==> config.mk <==
export PLATFORM = sky130hd
export DESIGN_NAME = ysyx_22050243_lsu_ctrl
export DESIGN_NICKNAME = d
export VERILOG_FILES = /design/src/rtl/ysyx_22050243_lsu_ctrl.sv
export SDC_FILE = /design/constraint.sdc
export NUM_CORES = 1
export LEC_CHECK = 0
export ABC_AREA = 1
export CORE_ASPECT_RATIO = 0.75
export CORE_MARGIN = 4
export CORE_UTILIZATION = 30
export CTS_CLUSTER_SIZE = 24
export DETAILED_ROUTE_END_ITERATION = 16
export GPL_ROUTABILITY_DRIVEN = 0
export PLACE_DENSITY = 0.64
export SKIP_LAST_GASP = 1
export SYNTH_ARGS = -nofsm -noshare
export SYNTH_HDL_FRONTEND = slang
export SYNTH_SLANG_ARGS = --single-unit
==> constraint.sdc <==
create_clock -name clk -period 2.3 [get_ports clk]
set_clock_uncertainty 0.2 [all_clocks]
set_input_delay 0.23 -clock clk [delete_from_list [all_inputs] [get_ports clk]]
set_output_delay 0.23 -clock clk [all_outputs]
set_load 0.02 [all_outputs]
==> src/rtl/ysyx_22050243_lsu_ctrl.sv <==
// ysyx_22050243_lsu_ctrl: EX-to-dmem load/store sequencer (lane mask, store shift, load extend); define LSU_MISALIGN_CHECK_EN to reject misaligned ops
module ysyx_22050243_lsu_ctrl #(
  parameter int WIDTH = 64,
  parameter int AW = 64
) (
  input  logic             clk,
  input  logic             rst_n,
  input  logic             req_valid,
  output logic             req_ready,
  input  logic             req_mem_w,
  input  logic             req_mem_r,
  input  logic [2:0]       req_funct3,
  input  logic [AW-1:0]    req_addr,
  input  logic [WIDTH-1:0] req_wdata,
  output logic             mem_valid,
  input  logic             mem_ready,
  output logic             mem_wen,
  output logic [AW-1:0]    mem_addr,
  output logic [WIDTH-1:0] mem_wdata,
  output logic [7:0]       mem_wmask,
  input  logic             mem_rvalid,
  input  logic [WIDTH-1:0] mem_rdata,
  output logic             rsp_valid,
  output logic [WIDTH-1:0] rsp_rdata,
  output logic             rsp_err
);
  typedef enum logic [2:0] {IDLE, ISSUE, WAIT_R, ERR, RESP} state_t;
  state_t state;
  logic [2:0] funct3, off;
  logic [WIDTH-1:0] d, load_data;
  logic [7:0] base;
  logic misalign, bad;
  always_comb begin
    d = mem_rdata >> {off, 3'b000};
    load_data = funct3[1:0] == 2'b00 ? {{(WIDTH-8){~funct3[2] & d[7]}}, d[7:0]} :
                funct3[1:0] == 2'b01 ? {{(WIDTH-16){~funct3[2] & d[15]}}, d[15:0]} :
                funct3[1:0] == 2'b10 ? {{(WIDTH-32){~funct3[2] & d[31]}}, d[31:0]} : d;
    base = req_funct3[1:0] == 2'b00 ? 8'h01 :
           req_funct3[1:0] == 2'b01 ? 8'h03 :
           req_funct3[1:0] == 2'b10 ? 8'h0F : 8'hFF;
`ifdef LSU_MISALIGN_CHECK_EN
    misalign = (req_funct3[1:0] == 2'b01 & req_addr[0]) |
               (req_funct3[1:0] == 2'b10 & |req_addr[1:0]) |
               (req_funct3[1:0] == 2'b11 & |req_addr[2:0]);
`else
    misalign = 1'b0;
`endif
    bad = misalign | (req_mem_w ? req_funct3[2] : req_funct3 == 3'b111);
  end
  always_ff @(posedge clk or negedge rst_n) begin
    if (!rst_n) begin
      state <= IDLE;
      req_ready <= 1'b1;
      funct3 <= '0;
      off <= '0;
      mem_valid <= 1'b0;
      mem_wen <= 1'b0;
      mem_addr <= '0;
      mem_wdata <= '0;
      mem_wmask <= '0;
      rsp_valid <= 1'b0;
      rsp_rdata <= '0;
      rsp_err <= 1'b0;
    end else begin
      case (state)
        IDLE: if (req_valid && (req_mem_w || req_mem_r)) begin
          req_ready <= 1'b0;
          funct3 <= req_funct3;
          off <= req_addr[2:0];
          if (bad) state <= ERR;
          else begin
            state <= ISSUE;
            mem_valid <= 1'b1;
            mem_wen <= req_mem_w;
            mem_addr <= {req_addr[AW-1:3], 3'b000};
            mem_wmask <= req_mem_w ? base << req_addr[2:0] : 8'h00;
            mem_wdata <= req_mem_w ? req_wdata << {req_addr[2:0], 3'b000} : '0;
          end
        end
        ISSUE: if (mem_ready) begin
          mem_valid <= 1'b0;
          mem_wen <= 1'b0;
          mem_addr <= '0;
          mem_wdata <= '0;
          mem_wmask <= '0;
          if (mem_wen || mem_rvalid) begin
            state <= RESP;
            rsp_valid <= 1'b1;
            rsp_rdata <= mem_wen ? '0 : load_data;
          end else state <= WAIT_R;
        end
        WAIT_R: if (mem_rvalid) begin
          state <= RESP;
          rsp_valid <= 1'b1;
          rsp_rdata <= load_data;
        end
        ERR: begin
          state <= RESP;
          rsp_valid <= 1'b1;
          rsp_err <= 1'b1;
        end
        RESP: begin
          state <= IDLE;
          req_ready <= 1'b1;
          rsp_valid <= 1'b0;
          rsp_err <= 1'b0;
          rsp_rdata <= '0;
        end
        default: state <= IDLE;
      endcase
    end
  end
endmodule
# Yosys cells after proc, flatten, opt, wreduce, memory -nomap -nowiden

Cells that the tools add are included.

Logic and storage cells: 95
Bits in registers: 214
Output and inout bits: 205
Bits of input ports: 202

Eq/ne operators: 14
Shifts and indexed selects: 3
Bitwise operators: 4
Muxes and demuxes: 45
Reduce and logical (&&, ||, !) cells: 17

Operator list:

| kind                                                             | number |
|---|---|
| 64-bit 2-to-1 mux                                                | 13 |
| 64-bit one-hot mux with 2 select lines                           | 2 |
| 64-bit one-hot mux with 3 select lines                           | 1 |
| 64-bit by 6-bit << shifter with 64-bit output                    | 1 |
| 64-bit by 6-bit right shift with 64-bit output                   | 1 |
| 8-bit 2-to-1 mux                                                 | 7 |
| 8-bit one-hot mux with 2 select lines                            | 1 |
| 3-bit 2-to-1 mux                                                 | 4 |
| 3-bit one-hot mux with 4 select lines                            | 1 |
| 4-bit AND reduction                                              | 3 |
| 1-bit 2-to-1 mux                                                 | 10 |
| 2-bit inequality test (second input constant)                    | 5 |
| 1-bit one-hot mux with 2 select lines                            | 4 |
| 8-bit by 3-bit << shifter with 8-bit output                      | 1 |
| 3-bit by 2-bit == test with 1-bit output (second input constant) | 2 |
| 3-bit == test (second input constant)                            | 2 |
| 2-bit nonzero test                                               | 3 |
| 2-bit by 1-bit == test with 1-bit output (second input constant) | 2 |
| 2-bit == test (second input constant)                            | 2 |
| 2-bit logical NOT                                                | 2 |
| 1-bit one-hot mux with 4 select lines                            | 1 |
| 2-bit AND reduction                                              | 2 |
| 4-bit nonzero test                                               | 1 |
| 1-bit bitwise AND                                                | 3 |
| 8 further kinds                                                  | 9 |

# Logic depth before layout (Yosys ltp)

Gate-level depths: netlist (run 1).

Word-level depth: 9
Gate-level depth with buffers: 13
Gate-level depth less buffers: 11

# Worst setup path before layout (run 1)

Ideal clock, no wire load.

Path type: register -> register
From: register state[2]
To: register mem_wdata[23]
Required time: 1.975 ns
Clock period less this slack: 1.802 ns
Stages on the path, launching flop included: 10
Path buffers: 3
Setup slack: 0.498 ns
Setup time: 0.125 ns
Arrival time: 1.476 ns
Cell sequence: dfrtp_1 nor2_4 nand2_1 buf_4 o21ai_1 nand2_2 buf_6 buf_4 nand2_1 o21ai_2

Cells in the longest elaborated chain, start to end: 3
Elaborated cells between the ends (all ways): 8
Those cells by class: eq/ne (4); mux (1); reduce/logical (3)

RTL lines:

| element                                                                              | line | source |
|---|---|---|
| from (decl)                                                                          | 28   | `state_t state;` |
| from (signal assigned)                                                               | 52   | `state <= IDLE;` |
| from (signal assigned)                                                               | 70   | `if (bad) state <= ERR;` |
| from (signal assigned)                                                               | 72   | `state <= ISSUE;` |
| 3-bit by 1-bit == test with 1-bit output / 3-bit logical NOT (equally long branches) | 65   | `case (state)` |
| 2-bit inequality test (no source line) / 2-bit nonzero test (equally long branches)  | n/a  |  |
| 4-bit AND reduction (no source line)                                                 | n/a  |  |
| to (signal assigned)                                                                 | 77   | `mem_wdata <= req_mem_w ? req_wdata << {req_addr[2:0], 3'b000} : '0;` |
| to (decl)                                                                            | 19   | `output logic [WIDTH-1:0] mem_wdata,` |

Several ways; a longest one is shown, not always the timed one.
A chain may end at the register's enable or synchronous reset.

# Worst setup path in the final report (run 1)

From: register req_ready
To: output req_ready

RTL lines:

| element                | line | source |
|---|---|---|
| from (decl)            | 9    | `output logic req_ready,` |
| from (signal assigned) | 53   | `req_ready <= 1'b1;` |
| from (signal assigned) | 67   | `req_ready <= 1'b0;` |
| from (signal assigned) | 104  | `req_ready <= 1'b1;` |

No word-level cell between the ends.

==> impl_metrics.env, run 1 <==
export IMPL_status="complete, no violations"
export IMPL_crit_family="buffers and inverters"
export IMPL_grtUsageTotal_pct=21.0
export IMPL_startpoint_type="flip-flop"
export IMPL_max_stage_delay_ns=0.64
export IMPL_vias=12900
export IMPL_grt_pass1_wl_um=72400
export IMPL_hold_ws_ns=0.0400
export IMPL_drtIter0Drc=1412
export IMPL_cts_sinks=211
export IMPL_grt_max_degree=71
export IMPL_root_buffer="clkbuf_16"
export IMPL_grt_overflow_total=0
export IMPL_avgViaCountPerCell=4.97
export IMPL_fin_crit_ns=2.14
export IMPL_core_area_um2=39600
export IMPL_drc=0
export IMPL_slew_headroom_pct=56.1
export IMPL_leakage_nw=8.46
export IMPL_tightest_slew_ns=0.659
export IMPL_ctsLongestPathBuffers=3
export IMPL_htree_levels=1
export IMPL_cts_tree="yes"
export IMPL_syn_area_um2=12000
export IMPL_drv_slew=0
export IMPL_endpoint_kind="primary output"
export IMPL_crit_chain="clkdlybuf4s50_1"
export IMPL_synth_seq_cells=211
export IMPL_critPathKind="flip-flop to primary output"
export IMPL_clock_latency_ns=0.55
export IMPL_layout_setup_ws_ns=0.156
export IMPL_use_met3_pct=6.45
export IMPL_finalSetupTns_ns=0
export IMPL_hp_class="primary input to asynchronous set/reset pin"
export IMPL_start_util_pct=30.4
export IMPL_drive_gt1_share_pct=9.43
export IMPL_place_ws_ns=-0.0902
export IMPL_maxCapViolCount=0
export IMPL_netlist_cell_type_count=41
export IMPL_final_nets=2264
export IMPL_rows=63
export IMPL_dieHeight_um=181
export IMPL_r2r_end="rsp_rdata[29]"
export IMPL_hold_violations=0
export IMPL_routedWlPerCell_um=18.4
export IMPL_first_global_vias=12300
export IMPL_antenna_left=0
export IMPL_crit_buf_inv=1
export IMPL_timing_rr_start="off[0]"
export IMPL_yosysWarnings=0
export IMPL_dp_cells=2554
export IMPL_cts_buffers=25
export IMPL_wirelength_um=47900
export IMPL_crit_required_ns=1.87
export IMPL_die_width_um=239
export IMPL_rrSetupSlack_ns=0.18
export IMPL_port_buffers=403
export IMPL_final_cell_mix="690 x nand2_1, 401 x clkdlybuf4s50_1, 210 x dfrtp_1, 189 x o21ai_0, 143 x nand3_1"
export IMPL_p_total_mw=25.7
export IMPL_arrival_ns=1.71
export IMPL_fillers=3915
export IMPL_use_met1_pct=29.0
export IMPL_seq_area_frac_synth_pct=43.9
export IMPL_syn_avg_cell_area_um2=7.27
export IMPL_max_freq_ghz=0.466
export IMPL_crit_slowest_cell="clkdlybuf4s50_1"
export IMPL_syn_instance_count=1657
export IMPL_busiest_layer="met2"
export IMPL_dp_hpwl_um=36600
export IMPL_io_pins=407
export IMPL_post_route_period_util_pct=93.2
export IMPL_antenna_found_initial=4
export IMPL_use_met2_pct=32.1
export IMPL_clkSlewWorstSetupHoldPaths_ns=0.06
export IMPL_drt_pass1_iterations=6
export IMPL_ir_drop_uv=791
export IMPL_dieArea_um2=43400
export IMPL_layout_commonest_cell="nand2_1"
export IMPL_setup_viol=0
export IMPL_power_density_nw_per_um2=1440
export IMPL_final_cells=2601
export IMPL_r2r_worst_path_cells=11
export IMPL_area_growth_pct=48.1
export IMPL_crit_path_max_fanout=2
## metrics by stage
step,utilization (%),cell area (µm²)
floorplan,-,12000
global placement,42.9,17000
detailed placement,42.9,17000
CTS,45.0,17800
global route,45.1,17800
finish,45.1,17800
## synth_stat cells
cell      number  area (µm²)
nand2_1      691        2590
dfrtp_1      210        5260
o21ai_0      189         946
nand3_1      143         716
inv_1         65         244
a21oi_1       53         265
clkbuf_1      43         161
nor2_1        34         128
o211ai_1      31         233
buf_2         30         150
o21ai_2       30         263
buf_4         18         135
mux2i_1       18         180
buf_6         15         169
buf_1         14        52.6
o21ai_1       10        50.1
a22oi_1        8        60.1
nor3_1         7        35.0
a22o_1         6        52.6
or2_2          5        31.3
inv_2          4        15.0
nand3_2        4        40.0
nand4_1        3        18.8
nor2_2         3        18.8
a21boi_0       2        15.0
inv_4          2        12.5
nand2_2        2        12.5
nand2_4        2        22.5
o22ai_1        2        12.5
o311ai_0       2        17.5
a21oi_4        1        16.3
and2_1         1        6.26
clkinv_1       1        3.75
conb_1         1        3.75
dfstp_2        1        26.3
nand4_4        1        21.3
nor2_4         1        11.3
nor2_8         1        20.0
nor3_2         1        10.0
o21bai_1       1        7.51
o31ai_1        1        7.51
## worst max path at each step
stage                  start       endpoint  slack [ns]  cells after the start
3_5_place_dp   req_funct3[1]   mem_wdata[8]       -0.09                      9
3_3_place_gp   req_funct3[1]   mem_wdata[8]       -0.03                      9
6_report           req_ready      req_ready        0.16                      1
5_1_grt             state[1]  mem_wdata[33]      -0.001                     10
4_1_cts            req_ready      req_ready        0.11                      1
2_1_floorplan       state[2]  mem_wdata[23]        0.50                      9
## timing repair
item                                    in CTS  in global routing
resized for setup                            0                  2
hold buffers                                 1                  0
hold endpoints to repair                   210                  0
setup buffers                                0                  0
endpoints found under the setup margin       0                 12
## power by group
group / switching (mW) / internal (mW)
combinational: 9.45 / 5.99
sequential: 0.996 / 5.33
clock: 1.69 / 2.24
total: 12.1 / 13.6
## routing by layer
| layer | part of all wire [%] | wire length, µm | vias up |
|---|---|---|---|
| met5 | 0.063 | 30 | - |
| met4 | 2.8 | 1330 | 4 |
| met3 | 10 | 4890 | 69 |
| met2 | 44 | 21200 | 587 |
| met1 | 43 | 20500 | 6040 |
| li1 | - | - | 6218 |
## kinds of logic (layout without fill, tap and decap cells)
family | Yosys count | in the layout | synth area share (%)
AND/OR/NAND/NOR | 899 | 899 | 30.6
flip-flops | 211 | 211 | 43.9
buffers and inverters | 192 | 612 | 7.84
other | 1 | 5 | 0.0311
AO/OA/AOI/OAI | 336 | 336 | 16.2
multiplexers | 18 | 18 | 1.50
## sequential cells by signal (all words and copies together) (netlist names)
name       count
funct3         3
mem_addr      61
mem_valid      1
mem_wdata     64
mem_wen        1
mem_wmask      8
off            3
req_ready      1
rsp_err        1
rsp_rdata     64
rsp_valid      1
state          3
## layout make-up
| class | instances | area [µm²] | share of cell area [%] |
|---|---|---|---|
| Sequential cell | 211 | 5280 | 29.6 |
| Clock inverter | 9 | 78.8 | 0.442 |
| Inverter | 72 | 279 | 1.56 |
| Antenna cell | 2 | 5.00 | 0.0281 |
| Timing Repair Buffer | 496 | 4960 | 27.8 |
| Tap cell | 520 | 651 | 3.65 |
| Clock buffer | 35 | 733 | 4.11 |
| Multi-Input combinational cell | 1256 | 5850 | 32.8 |
## worst reg2reg max path, stage by stage (launching register included)
cell     delay [ns]
dfrtp_1        0.43
buf_12         0.25
nand2_1        0.11
nand3_1        0.10
nand2_1        0.08
nand2_1        0.09
nand3_1        0.10
buf_4          0.15
a21oi_4        0.14
buf_12         0.18
nand3_1        0.13
nand2_1        0.08
Power figures use the tool's default switching activity.
==> run 2: changes to the inputs <==
CAP_MARGIN = 10   (was default)
==> results of run 2 <==
No change in the layout: final DEF, timing and power equal those of run 1.
==> run 3: changes to the inputs <==
--- a/config.mk
+++ b/config.mk
@@ -11,3 +11,3 @@
 export CORE_MARGIN = 4
-export CORE_UTILIZATION = 30
+export CORE_UTILIZATION = 47
 export CTS_CLUSTER_SIZE = 24
@@ -15,3 +15,3 @@
 export GPL_ROUTABILITY_DRIVEN = 0
-export PLACE_DENSITY = 0.64
+export PLACE_DENSITY = 0.89
 export SKIP_LAST_GASP = 1
==> constraint.sdc (replaced) <==
create_clock -name clk -period 2.3 [get_ports clk]
set_clock_uncertainty 0.2 [all_clocks]
set_input_delay 0.46 -clock clk [delete_from_list [all_inputs] [get_ports clk]]
set_output_delay 0.46 -clock clk [all_outputs]
set_load 0.02 [all_outputs]
==> run 3 against run 2 <==
- fmax decreased by 4.1%
- non-clock buffer count grew 6
- final area down 1.0%
==> impl_metrics.env, run 3 (same netlist as run 1, synthesis figures left out) <==
export IMPL_cts_tree="yes"
export IMPL_antenna_left=0
export IMPL_area_growth_pct=46.6
export IMPL_rrSetupSlack_ns=0.12
export IMPL_antenna_found_initial=1
export IMPL_place_ws_ns=-0.221
export IMPL_endpoint="mem_addr[7]"
export IMPL_post_route_period_util_pct=97.3
export IMPL_first_global_vias=13100
export IMPL_hold_violations=0
export IMPL_crit_required_ns=1.64
export IMPL_crit_buf_inv=1
export IMPL_leakage_nw=8.51
export IMPL_dieArea_um2=28300
export IMPL_layout_commonest_cell="nand2_1"
export IMPL_avgViaCountPerCell=5.60
export IMPL_critPathKind="flip-flop to primary output"
export IMPL_power_density_nw_per_um2=1460
export IMPL_crit_path_start="mem_addr[7]"
export IMPL_io_pins=407
export IMPL_dieHeight_um=147
export IMPL_cts_buffers=23
export IMPL_clock_latency_ns=0.51
export IMPL_crit_chain="clkdlybuf4s50_1"
export IMPL_ir_drop_uv=1020
export IMPL_endpoint_kind="primary output"
export IMPL_crit_slowest_cell="clkdlybuf4s50_1"
export IMPL_grt_overflow_total=0
export IMPL_layout_setup_ws_ns=0.0632
export IMPL_max_freq_ghz=0.447
export IMPL_port_buffers=403
export IMPL_drtIter0Drc=1809
export IMPL_root_buffer="clkbuf_16"
export IMPL_drv_slew=0
export IMPL_die_width_um=193
export IMPL_cts_sinks=211
export IMPL_startpoint_type="flip-flop"
export IMPL_timing_rr_start="off[0]"
export IMPL_grtUsageTotal_pct=30.9
export IMPL_r2r_worst_path_cells=8
export IMPL_r2r_end="rsp_rdata[1]"
export IMPL_drc=0
export IMPL_vias=13500
export IMPL_fillers=1911
export IMPL_dp_cells=2377
export IMPL_cp_num_cells=1
export IMPL_core_area_um2=25100
export IMPL_setup_viol=0
export IMPL_ctsLongestPathBuffers=3
export IMPL_arrival_ns=1.58
export IMPL_maxCapViolCount=0
export IMPL_max_stage_delay_ns=0.71
export IMPL_dp_hpwl_um=34200
export IMPL_clkSlewWorstSetupHoldPaths_ns=0.06
export IMPL_grt_setup_unrepaired="false"
export IMPL_crit_family="buffers and inverters"
export IMPL_diodes=0
export IMPL_hold_ws_ns=0.246
export IMPL_final_nets=2268
export IMPL_drt_pass1_iterations=11
export IMPL_slew_headroom_pct=57.9
export IMPL_p_total_mw=25.8
export IMPL_final_cell_mix="690 x nand2_1, 399 x clkdlybuf4s50_1, 209 x dfrtp_1, 189 x o21ai_0, 143 x nand3_1"
export IMPL_reg_top3="mem_wdata: 64 flops, rsp_rdata: 64 flops, mem_addr: 61 flops"
export IMPL_grt_pass1_wl_um=70100
export IMPL_final_cells=2417
export IMPL_htree_levels=1
export IMPL_grt_max_degree=65
export IMPL_status="complete, no violations"
export IMPL_routedWlPerCell_um=19.0
export IMPL_wirelength_um=46000
export IMPL_start_util_pct=48.0
export IMPL_rows=50
export IMPL_crit_path_max_fanout=2
export IMPL_utilization_pct=70.4
export IMPL_fin_crit_ns=2.24
export IMPL_drive_gt1_share_pct=9.48
export IMPL_hp_class="primary input to asynchronous set/reset pin"
export IMPL_tightest_slew_ns=0.624
run 3: cell count changes in the layout (fill, tap and decap cells not counted), sizes merged:
cell           delta
clkinv            -1
clkbuf            -5
dlygate4sd2       +2
diode             -2
clkdlybuf4s50     -2
clkinvlp          -2
buf               +5
bufinv            +2
inv               +1
run 3: routing by layer:
layer	part of all wire [%]	GRT usage (%)
met4	4.6	10.6
met1	37	39.3
met2	45	49.0
met5	0.028	0
met3	13	10.9
run 3: repair_timing:
action | in CTS | in global routing
setup buffers | 0 | 0
hold buffers | 1 | 0
setup endpoints to repair | 2 | 1
gates cloned | 0 | 1
hold endpoints to repair | 47 | 0
resized for setup | 2 | 2
run 3: worst min-delay path by stage:
| stage | from | slack (ns) | cells after the start | endpoint |
|---|---|---|---|---|
| 6_report | rst_n | 0.25 | 2 | rsp_rdata[18] |
| 5_1_grt | req_ready | 0.29 | 2 | req_ready |
| 4_1_cts | req_ready | 0.27 | 2 | req_ready |
| 3_5_place_dp | rst_n | 0.24 | 1 | rsp_rdata[18] |
| 3_3_place_gp | rst_n | 0.23 | 1 | rsp_rdata[18] |
| 2_1_floorplan | rst_n | -0.04 | 0 | funct3[0] |
run 3: final cells by class:
class	count	area (µm²)	area share [%]
tap	338	423	2.40
clock buffer	29	638	3.61
multi-input combinational	1256	5840	33.1
timing repair buffer	502	5070	28.7
inverter	72	278	1.57
clock inverter	9	125	0.709
sequential	211	5280	29.9
run 3: metrics by stage:
| stage | area [µm²] | setup TNS [ns] |
|---|---|---|
| 4_1_cts | 17600 | 0 |
| 3_5_place_dp | 16900 | -21.43 |
| 6_report | 17700 | 0 |
| 5_1_grt | 17700 | 0 |
| 3_3_place_gp | 16900 | -14.00 |
| 2_1_floorplan | 12000 | 0 |
run 3: where the power goes:
| group | switching, mW | internal, mW | total (mW) |
|---|---|---|---|
| Combinational | 9.49 | 6.19 | 15.7 |
| Clock | 1.58 | 2.20 | 3.79 |
| Sequential | 1.03 | 5.33 | 6.37 |
| Total | 12.1 | 13.7 | 25.8 |
